===== config.mk =====
export PLATFORM = sky130hd
export DESIGN_NAME = fifo_wr_arbiter_flat
export DESIGN_NICKNAME = d
export VERILOG_FILES = /design/src/rtl/fifo_arb_pkg.sv /design/src/rtl/fifo_wr_arbiter_if.sv /design/src/rtl/fifo_rr_select.sv /design/src/rtl/fifo_wr_arbiter.sv /design/src/flat_wrapper.sv
export SDC_FILE = /design/constraint.sdc
export NUM_CORES = 1
export LEC_CHECK = 0
export BUFFER_PORTS_ARGS = -buffer_cell sky130_fd_sc_hd__buf_2
export CORE_MARGIN = 2
export CORE_UTILIZATION = 42
export CTS_CLUSTER_DIAMETER = 30
export DETAILED_ROUTE_END_ITERATION = 12
export PLACE_DENSITY = 0.84
export SYNTH_ARGS = -nofsm -noshare
export SYNTH_HDL_FRONTEND = slang
export SYNTH_SLANG_ARGS = --single-unit

===== constraint.sdc =====
create_clock -name clk -period 2.3 [get_ports clk]
set_input_delay 0.23 -clock clk [delete_from_list [all_inputs] [get_ports clk]]
set_output_delay 0.23 -clock clk [all_outputs]
set_load 0.005 [all_outputs]

===== src/rtl/fifo_arb_pkg.sv =====
// Shared types for the FIFO write arbiter: FSM state encoding and the
// beat-counter width.
package fifo_arb_pkg;

  typedef enum logic [0:0] {
    IDLE  = 1'b0,
    BURST = 1'b1
  } state_t;

  // Width of the per-grant beat counter; MAX_BURST must fit in it.
  localparam int BEAT_W = 4;

endpackage


===== src/rtl/fifo_wr_arbiter_if.sv =====
// Bus bundle between the requesters, the FIFO write port and the arbiter.
//
// Handshake: requester i transfers one beat in every cycle where
// req_valid[i] && req_ready[i]. req_ready is combinational from req_valid
// and fifo_full, and is high only for the current owner on cycles where
// fifo_wr_en is high, so a beat is accepted exactly when it is written.
// A requester should hold valid and data stable until accepted; dropping
// valid while owning the grant gives the grant up.
interface fifo_wr_arbiter_if #(
  parameter int DATA_WIDTH = 8,
  parameter int DEPTH      = 16,
  parameter int NUM_REQ    = 4
);
  import fifo_arb_pkg::*;

  localparam int CNT_W = $clog2(DEPTH) + 1;
  localparam int ID_W  = $clog2(NUM_REQ);

  logic [NUM_REQ-1:0]                 req_valid;
  logic [NUM_REQ-1:0][DATA_WIDTH-1:0] req_data;
  logic [NUM_REQ-1:0]                 req_ready;
  logic                               fifo_full;
  logic [CNT_W-1:0]                   fifo_count;
  logic                               fifo_wr_en;
  logic [DATA_WIDTH-1:0]              fifo_wr_data;
  logic [ID_W-1:0]                    grant_id;
  logic                               busy;
  state_t                             dbg_state;

  // Arbiter side.
  modport slave (
    input  req_valid, req_data, fifo_full, fifo_count,
    output req_ready, fifo_wr_en, fifo_wr_data, grant_id, busy, dbg_state
  );

  // Requester / FIFO / environment side.
  modport master (
    output req_valid, req_data, fifo_full, fifo_count,
    input  req_ready, fifo_wr_en, fifo_wr_data, grant_id, busy, dbg_state
  );

endinterface


===== src/rtl/fifo_rr_select.sv =====
// Round-robin winner picker: scans the request vector starting at ptr_i,
// wrapping NUM_REQ-1 -> 0, and returns the first requester found.
module fifo_rr_select #(
  parameter  int NUM_REQ = 4,
  localparam int ID_W    = $clog2(NUM_REQ)
) (
  input  logic [NUM_REQ-1:0] req_i,
  input  logic [ID_W-1:0]    ptr_i,
  output logic [ID_W-1:0]    winner_o,
  output logic               any_o
);

  localparam int SW = ID_W + 1;

  logic [SW-1:0]   sum;
  logic [ID_W-1:0] cand;

  // Scan from the farthest offset down so the nearest requester wins last.
  always_comb begin
    winner_o = '0;
    any_o    = |req_i;
    sum      = '0;
    cand     = '0;
    for (int i = NUM_REQ - 1; i >= 0; i--) begin
      sum = {1'b0, ptr_i} + SW'(i);
      if (sum >= SW'(NUM_REQ)) sum = sum - SW'(NUM_REQ);
      cand = sum[ID_W-1:0];
      if (req_i[cand]) winner_o = cand;
    end
  end

endmodule


===== src/rtl/fifo_wr_arbiter.sv =====
// Multi-requester FIFO write arbiter. A round-robin winner owns the FIFO
// write port for up to MAX_BURST beats, stalls while the FIFO is full and
// loses the grant as soon as it drops valid.
// Optional statistics (per-requester beat counters, peak occupancy) are
// built when FIFO_WR_ARBITER_STATS_EN is defined.
module fifo_wr_arbiter
  import fifo_arb_pkg::*;
#(
  parameter int DATA_WIDTH = 8,
  parameter int DEPTH      = 16,
  parameter int NUM_REQ    = 4,
  parameter int MAX_BURST  = 4
) (
  input  logic clk,
  input  logic rst_n,
  fifo_wr_arbiter_if.slave bus
`ifdef FIFO_WR_ARBITER_STATS_EN
  ,
  output logic [NUM_REQ-1:0][15:0]      stat_beats,
  output logic [$clog2(DEPTH):0]        stat_peak
`endif
);

  localparam int              ID_W     = $clog2(NUM_REQ);
  localparam logic [BEAT_W-1:0] BEAT_MAX = BEAT_W'(MAX_BURST);
  localparam logic [ID_W-1:0] LAST_ID  = ID_W'(NUM_REQ - 1);

  state_t            state_q, state_d;
  logic [ID_W-1:0]   grant_q, grant_d;
  logic [ID_W-1:0]   rr_ptr_q, rr_ptr_d;
  logic [BEAT_W-1:0] beats_q, beats_d;
  logic [ID_W-1:0]   winner;
  logic [ID_W-1:0]   next_ptr;
  logic              any_req;
  logic              own_valid;
  logic              wr_en;

  fifo_rr_select #(.NUM_REQ(NUM_REQ)) u_rr_select (
    .req_i    (bus.req_valid),
    .ptr_i    (rr_ptr_q),
    .winner_o (winner),
    .any_o    (any_req)
  );

  // Next-state logic: arbitrate in IDLE, count beats and decide exit in BURST.
  always_comb begin
    state_d   = state_q;
    grant_d   = grant_q;
    rr_ptr_d  = rr_ptr_q;
    beats_d   = beats_q;
    own_valid = bus.req_valid[grant_q];
    next_ptr  = (grant_q == LAST_ID) ? '0 : grant_q + ID_W'(1);
    wr_en     = (state_q == BURST) && own_valid && !bus.fifo_full;
    case (state_q)
      IDLE: begin
        if (any_req && !bus.fifo_full) begin
          grant_d = winner;
          beats_d = '0;
          state_d = BURST;
        end
      end
      BURST: begin
        if (!own_valid) begin
          // Owner gave up: grant is lost, next arbitration starts after it.
          state_d  = IDLE;
          rr_ptr_d = next_ptr;
        end else if (wr_en) begin
          beats_d = beats_q + BEAT_W'(1);
          if (beats_d == BEAT_MAX) begin
            state_d  = IDLE;
            rr_ptr_d = next_ptr;
          end
        end
        // Full with valid owner: everything holds.
      end
      default: state_d = IDLE;
    endcase
  end

  // Output decode: only the owner is ready, and only when a write happens.
  always_comb begin
    bus.fifo_wr_en   = wr_en;
    bus.req_ready    = '0;
    if (wr_en) bus.req_ready[grant_q] = 1'b1;
    bus.fifo_wr_data = (state_q == BURST) ? bus.req_data[grant_q] : '0;
    bus.grant_id     = grant_q;
    bus.busy         = (state_q == BURST);
    bus.dbg_state    = state_q;
  end

  // FSM, grant, round-robin pointer and beat counter registers.
  always_ff @(posedge clk or negedge rst_n) begin
    if (!rst_n) begin
      state_q  <= IDLE;
      grant_q  <= '0;
      rr_ptr_q <= '0;
      beats_q  <= '0;
    end else begin
      state_q  <= state_d;
      grant_q  <= grant_d;
      rr_ptr_q <= rr_ptr_d;
      beats_q  <= beats_d;
    end
  end

`ifdef FIFO_WR_ARBITER_STATS_EN
  logic [NUM_REQ-1:0][15:0] stat_beats_q, stat_beats_d;
  logic [$clog2(DEPTH):0]   stat_peak_q, stat_peak_d;

  // Saturating accepted-beat counters and running peak of FIFO occupancy.
  always_comb begin
    stat_beats_d = stat_beats_q;
    if (wr_en && (stat_beats_q[grant_q] != 16'hFFFF))
      stat_beats_d[grant_q] = stat_beats_q[grant_q] + 16'd1;
    stat_peak_d = (bus.fifo_count > stat_peak_q) ? bus.fifo_count : stat_peak_q;
  end

  // Statistics registers.
  always_ff @(posedge clk or negedge rst_n) begin
    if (!rst_n) begin
      stat_beats_q <= '0;
      stat_peak_q  <= '0;
    end else begin
      stat_beats_q <= stat_beats_d;
      stat_peak_q  <= stat_peak_d;
    end
  end

  assign stat_beats = stat_beats_q;
  assign stat_peak  = stat_peak_q;
`else
  // Occupancy only feeds the statistics; it never gates writes.
  logic unused_fifo_count;
  assign unused_fifo_count = ^bus.fifo_count;
`endif

endmodule

===== src/flat_wrapper.sv =====
// flat-port wrapper written by rule: the top's interface ports become plain ports
module fifo_wr_arbiter_flat import fifo_arb_pkg::*;
#(
  parameter int DATA_WIDTH = 8,
  parameter int DEPTH      = 16,
  parameter int NUM_REQ    = 4,
  parameter int MAX_BURST  = 4
)
  (clk, rst_n, bus_req_valid, bus_req_data, bus_fifo_full, bus_fifo_count, bus_req_ready, bus_fifo_wr_en, bus_fifo_wr_data, bus_grant_id, bus_busy, bus_dbg_state);
  fifo_wr_arbiter_if #(.DATA_WIDTH(DATA_WIDTH), .DEPTH(DEPTH), .NUM_REQ(NUM_REQ)) bus_i ();
  input  logic clk;
  input  logic rst_n;
  input wire logic [$bits(bus_i.req_valid)-1:0] bus_req_valid;
  input wire logic [$bits(bus_i.req_data)-1:0] bus_req_data;
  input wire logic [$bits(bus_i.fifo_full)-1:0] bus_fifo_full;
  input wire logic [$bits(bus_i.fifo_count)-1:0] bus_fifo_count;
  output wire logic [$bits(bus_i.req_ready)-1:0] bus_req_ready;
  output wire logic [$bits(bus_i.fifo_wr_en)-1:0] bus_fifo_wr_en;
  output wire logic [$bits(bus_i.fifo_wr_data)-1:0] bus_fifo_wr_data;
  output wire logic [$bits(bus_i.grant_id)-1:0] bus_grant_id;
  output wire logic [$bits(bus_i.busy)-1:0] bus_busy;
  output wire logic [$bits(bus_i.dbg_state)-1:0] bus_dbg_state;
  assign bus_i.req_valid = bus_req_valid;
  assign bus_i.req_data = bus_req_data;
  assign bus_i.fifo_full = bus_fifo_full;
  assign bus_i.fifo_count = bus_fifo_count;
  assign bus_req_ready = bus_i.req_ready;
  assign bus_fifo_wr_en = bus_i.fifo_wr_en;
  assign bus_fifo_wr_data = bus_i.fifo_wr_data;
  assign bus_grant_id = bus_i.grant_id;
  assign bus_busy = bus_i.busy;
  assign bus_dbg_state = bus_i.dbg_state;
  fifo_wr_arbiter #(.DATA_WIDTH(DATA_WIDTH), .DEPTH(DEPTH), .NUM_REQ(NUM_REQ), .MAX_BURST(MAX_BURST)) u_core (.clk(clk), .rst_n(rst_n), .bus(bus_i));
endmodule

==> run_results.csv <==
group,metric,value,unit
setup_path,crit_chain,"buf_4 -> mux4_2 -> and2_1 -> buf_2",
cts,root_buffer,"clkbuf_4",
global_route,grt_pass1_vias,902,
outcome,outcome,"completed",
cts,cts_hold_buf,1,
pwr,clockPowerShare,0.109,
final_layout,antenna-diode-count,0,
drt,routed-via-count,945,
setup_path,crit_required,2070,ps
yosys,yosysSeqAreaShare,0.241,
yosys,synth_nets,146,
pwr,p_leak,0.648,nW
setup_path,crit_path_top_delay_cell,"mux4_2",
drt,drt-total-wl,2480,um
pwr,pwr-share-comb,0.613,
setup_path,cp_slowest_stage_delay,530,ps
global_route,overflow,0,
timing,timing.fmax,507,MHz
setup_path,reg2reg_to,"u_core.rr_ptr_q[1]",
yosys,syn_inst,96,
timing,rsz0062_at_grt,"false",
final_layout,layout.nets,204,
cts,clk_latency,260,ps
final_layout,final_cell_mix,"buf_2 (55), nand2_1 (10), mux4_2 (9), and2_1 (9), dfrtp_1 (9)",
global_route,grt_max_degree,17,
final_layout,area_delta_synth_final,35.7,%
timing,slew_headroom,0.714,
yosys,synth.distinct_cells,29,
cts,max-clock-path-buffers,2,
setup_path,cp-endpoint,"bus_fifo_wr_data[6]",
yosys,synthesis.area,936,um^2
setup_path,crit_path_start_kind,"flop",
cts,cts_sinks,9,
place,routabilityCongestion,0.814,
place,dp_hpwl,1980,um
yosys,synth_edf_count,0,
floorplanning,core-area,2150,um^2
pwr,swShare,0.404,
drt,drc,0,
drt,drtIter0Drc,11,
place,port-buffer-count,55,
timing,whs,314,ps
cts,post_cts_resized,0,
timing,timing.final.crit_share,0.858,
timing,finClkSkew,1.05,ps
yosys,ys_ff_latch,9,
floorplanning,rows,17,
pwr,p_sw,0.000466,W
drt,wire_per_inst,13.7,um
pwr,p_int,0.000688,W
setup_path,r2r_setup_slack,570,ps
floorplanning,dieWidth,51.2,um
floorplanning,die_area,2620,um^2
pwr,power_frac_seq,0.278,
timing,final-setup-viol-count,0,
floorplanning,start_util,0.436,
setup_path,crit_path_start,"u_core.bus.grant_id[0]",
cts,cts_buffers,3,
timing,drv_slew,0,
yosys,ys.flop_type,"dfrtp_1",
setup_path,cp.depth,4,
setup_path,critPathCaptureType,"output pin",
floorplanning,io-pin-count,61,
cts,tritoncts,"built",
drt,first_pass_iters,4,
final_layout,drive_above_1_share,0.484,
timing,worst_pin_slew,429,ps
pwr,ir_worst_vdd,0.000686,V
yosys,avgSynthCellArea,9.75,um^2
floorplanning,die_y,51.2,um
setup_path,cp_top_family,"multiplexers",
final_layout,n_fill_cell,190,
global_route,gr-usage-all-layers,0.194,
setup_path,cp.arrival,1740,ps
drt,ant_nets,0,
pwr,p_per_area,908,nW/um^2
cts,path_clk_slew,70,ps
setup_path,cp_num_buf_inv,2,
run,drv_cap,0,
cts,post-cts-setup-buffers,0,
yosys,synthArstFlopShare,1.00,
timing,fin_crit,1970,ps
yosys,ys_warn_count,0,
setup_path,worstPathMaxFanout,12,
drt,routed_via_density,5.22,
min_path,hold_class,"in2reg",
setup_path,reg2reg_from,"u_core.beats_q[0]",
timing,finalHoldViolations,0,
setup_path,path_class,"reg2out",
setup_path,r2r_cells,5,
global_route,antenna_found_initial,0,
global_route,grt_pass1_wl,3850,um
cts,htreeDepth,1,
timing,fin_setup_tns,0,ps
final_layout,final_common_cell,"buf_2",
[synthesized netlist by cell type (all sizes together) (2+ instances only)]
library cell  instances  area (um^2)
a21oi                 5         25.0
and2                 10         65.1
and3                  5         31.3
buf                   3         23.8
clkbuf                3         11.3
dfrtp                 9          225
ha                    6         75.1
inv                   3         11.3
mux2                  3         33.8
mux2i                 2         20.0
mux4                  9          203
nand2                10         37.5
nand2b                3         18.8
nor2                  5         18.8
nor2b                 4         25.0
o21ai                 5         25.0
o41ai                 2         17.5
[cells by family after synthesis]
| kind of cell | Yosys count | synth area share |
|---|---|---|
| AO/OA/AOI/OAI | 16 | 0.106 |
| adder cells (fa/ha/maj) | 6 | 0.0802 |
| flip-flops | 9 | 0.241 |
| AND/OR/NAND/NOR | 41 | 0.241 |
| multiplexers | 14 | 0.274 |
| XOR/XNOR | 1 | 0.00936 |
| buffers and inverters | 9 | 0.0495 |
[flip-flops by register name, indices dropped and copies added (netlist names)]
name	cells
u_core.beats_q	4
u_core.bus.busy	1
u_core.bus.grant_id	2
u_core.rr_ptr_q	2
[per-stage QoR]
step	total power, W	setup WS, ps	utilization	cell area, um^2	cells
final	0.00115	327	0.591	1270	181
after floorplan	0.000794	528	-	936	96
after global routing	0.00125	260	0.591	1270	181
after detailed placement	0.00103	601	0.574	1230	176
after global placement	0.000997	645	0.574	1230	176
after CTS	0.00116	314	0.591	1270	181
[final cells by class]
| cell class | count | area, um^2 | area share |
|---|---|---|---|
| Multi-Input combinational cell | 78 | 664 | 0.523 |
| Inverter | 3 | 11.3 | 0.00887 |
| Timing Repair Buffer | 59 | 308 | 0.242 |
| Sequential cell | 9 | 225 | 0.177 |
| Clock buffer | 4 | 26.3 | 0.0207 |
| Tap cell | 28 | 35.0 | 0.0276 |
[power groups by stage]
stage | sequential [W] | combinational (W) | clock (W)
floorplan | 0.000293 | 0.000501 | 0
finish | 0.000321 | 0.000707 | 0.000126
global route | 0.000333 | 0.000786 | 0.000136
CTS | 0.000321 | 0.000713 | 0.000127
global placement | 0.000313 | 0.000684 | 0
detailed placement | 0.000324 | 0.000709 | 0
[routing by layer]
| layer | track usage | up-vias | part of all wire |
|---|---|---|---|
| li1 | - | 465 | - |
| met1 | 0.235 | 452 | 0.41 |
| met2 | 0.370 | 28 | 0.55 |
| met3 | 0.0292 | 0 | 0.040 |
| met4 | 0.0180 | 0 | 0 |
| met5 | 0 | - | 0 |
[worst register-to-register path: stages (launching register included)]
cell and delay [ps]:
dfrtp_1 450, ha_1 290, nand2_1 80, nor4_1 50, a211oi_1 370, mux2_2 390
[worst min path at each step]
stage | start | end | cells after the start
6_report | bus_req_valid[3] | u_core.bus.grant_id[0] | 3
4_1_cts | bus_req_valid[3] | u_core.bus.grant_id[0] | 3
2_1_floorplan | rst_n | u_core.beats_q[0] | 0
5_1_grt | bus_req_valid[3] | u_core.bus.grant_id[0] | 3
3_3_place_gp | rst_n | u_core.beats_q[1] | 1
3_5_place_dp | rst_n | u_core.beats_q[1] | 1
Power figures use the tool's default switching activity.
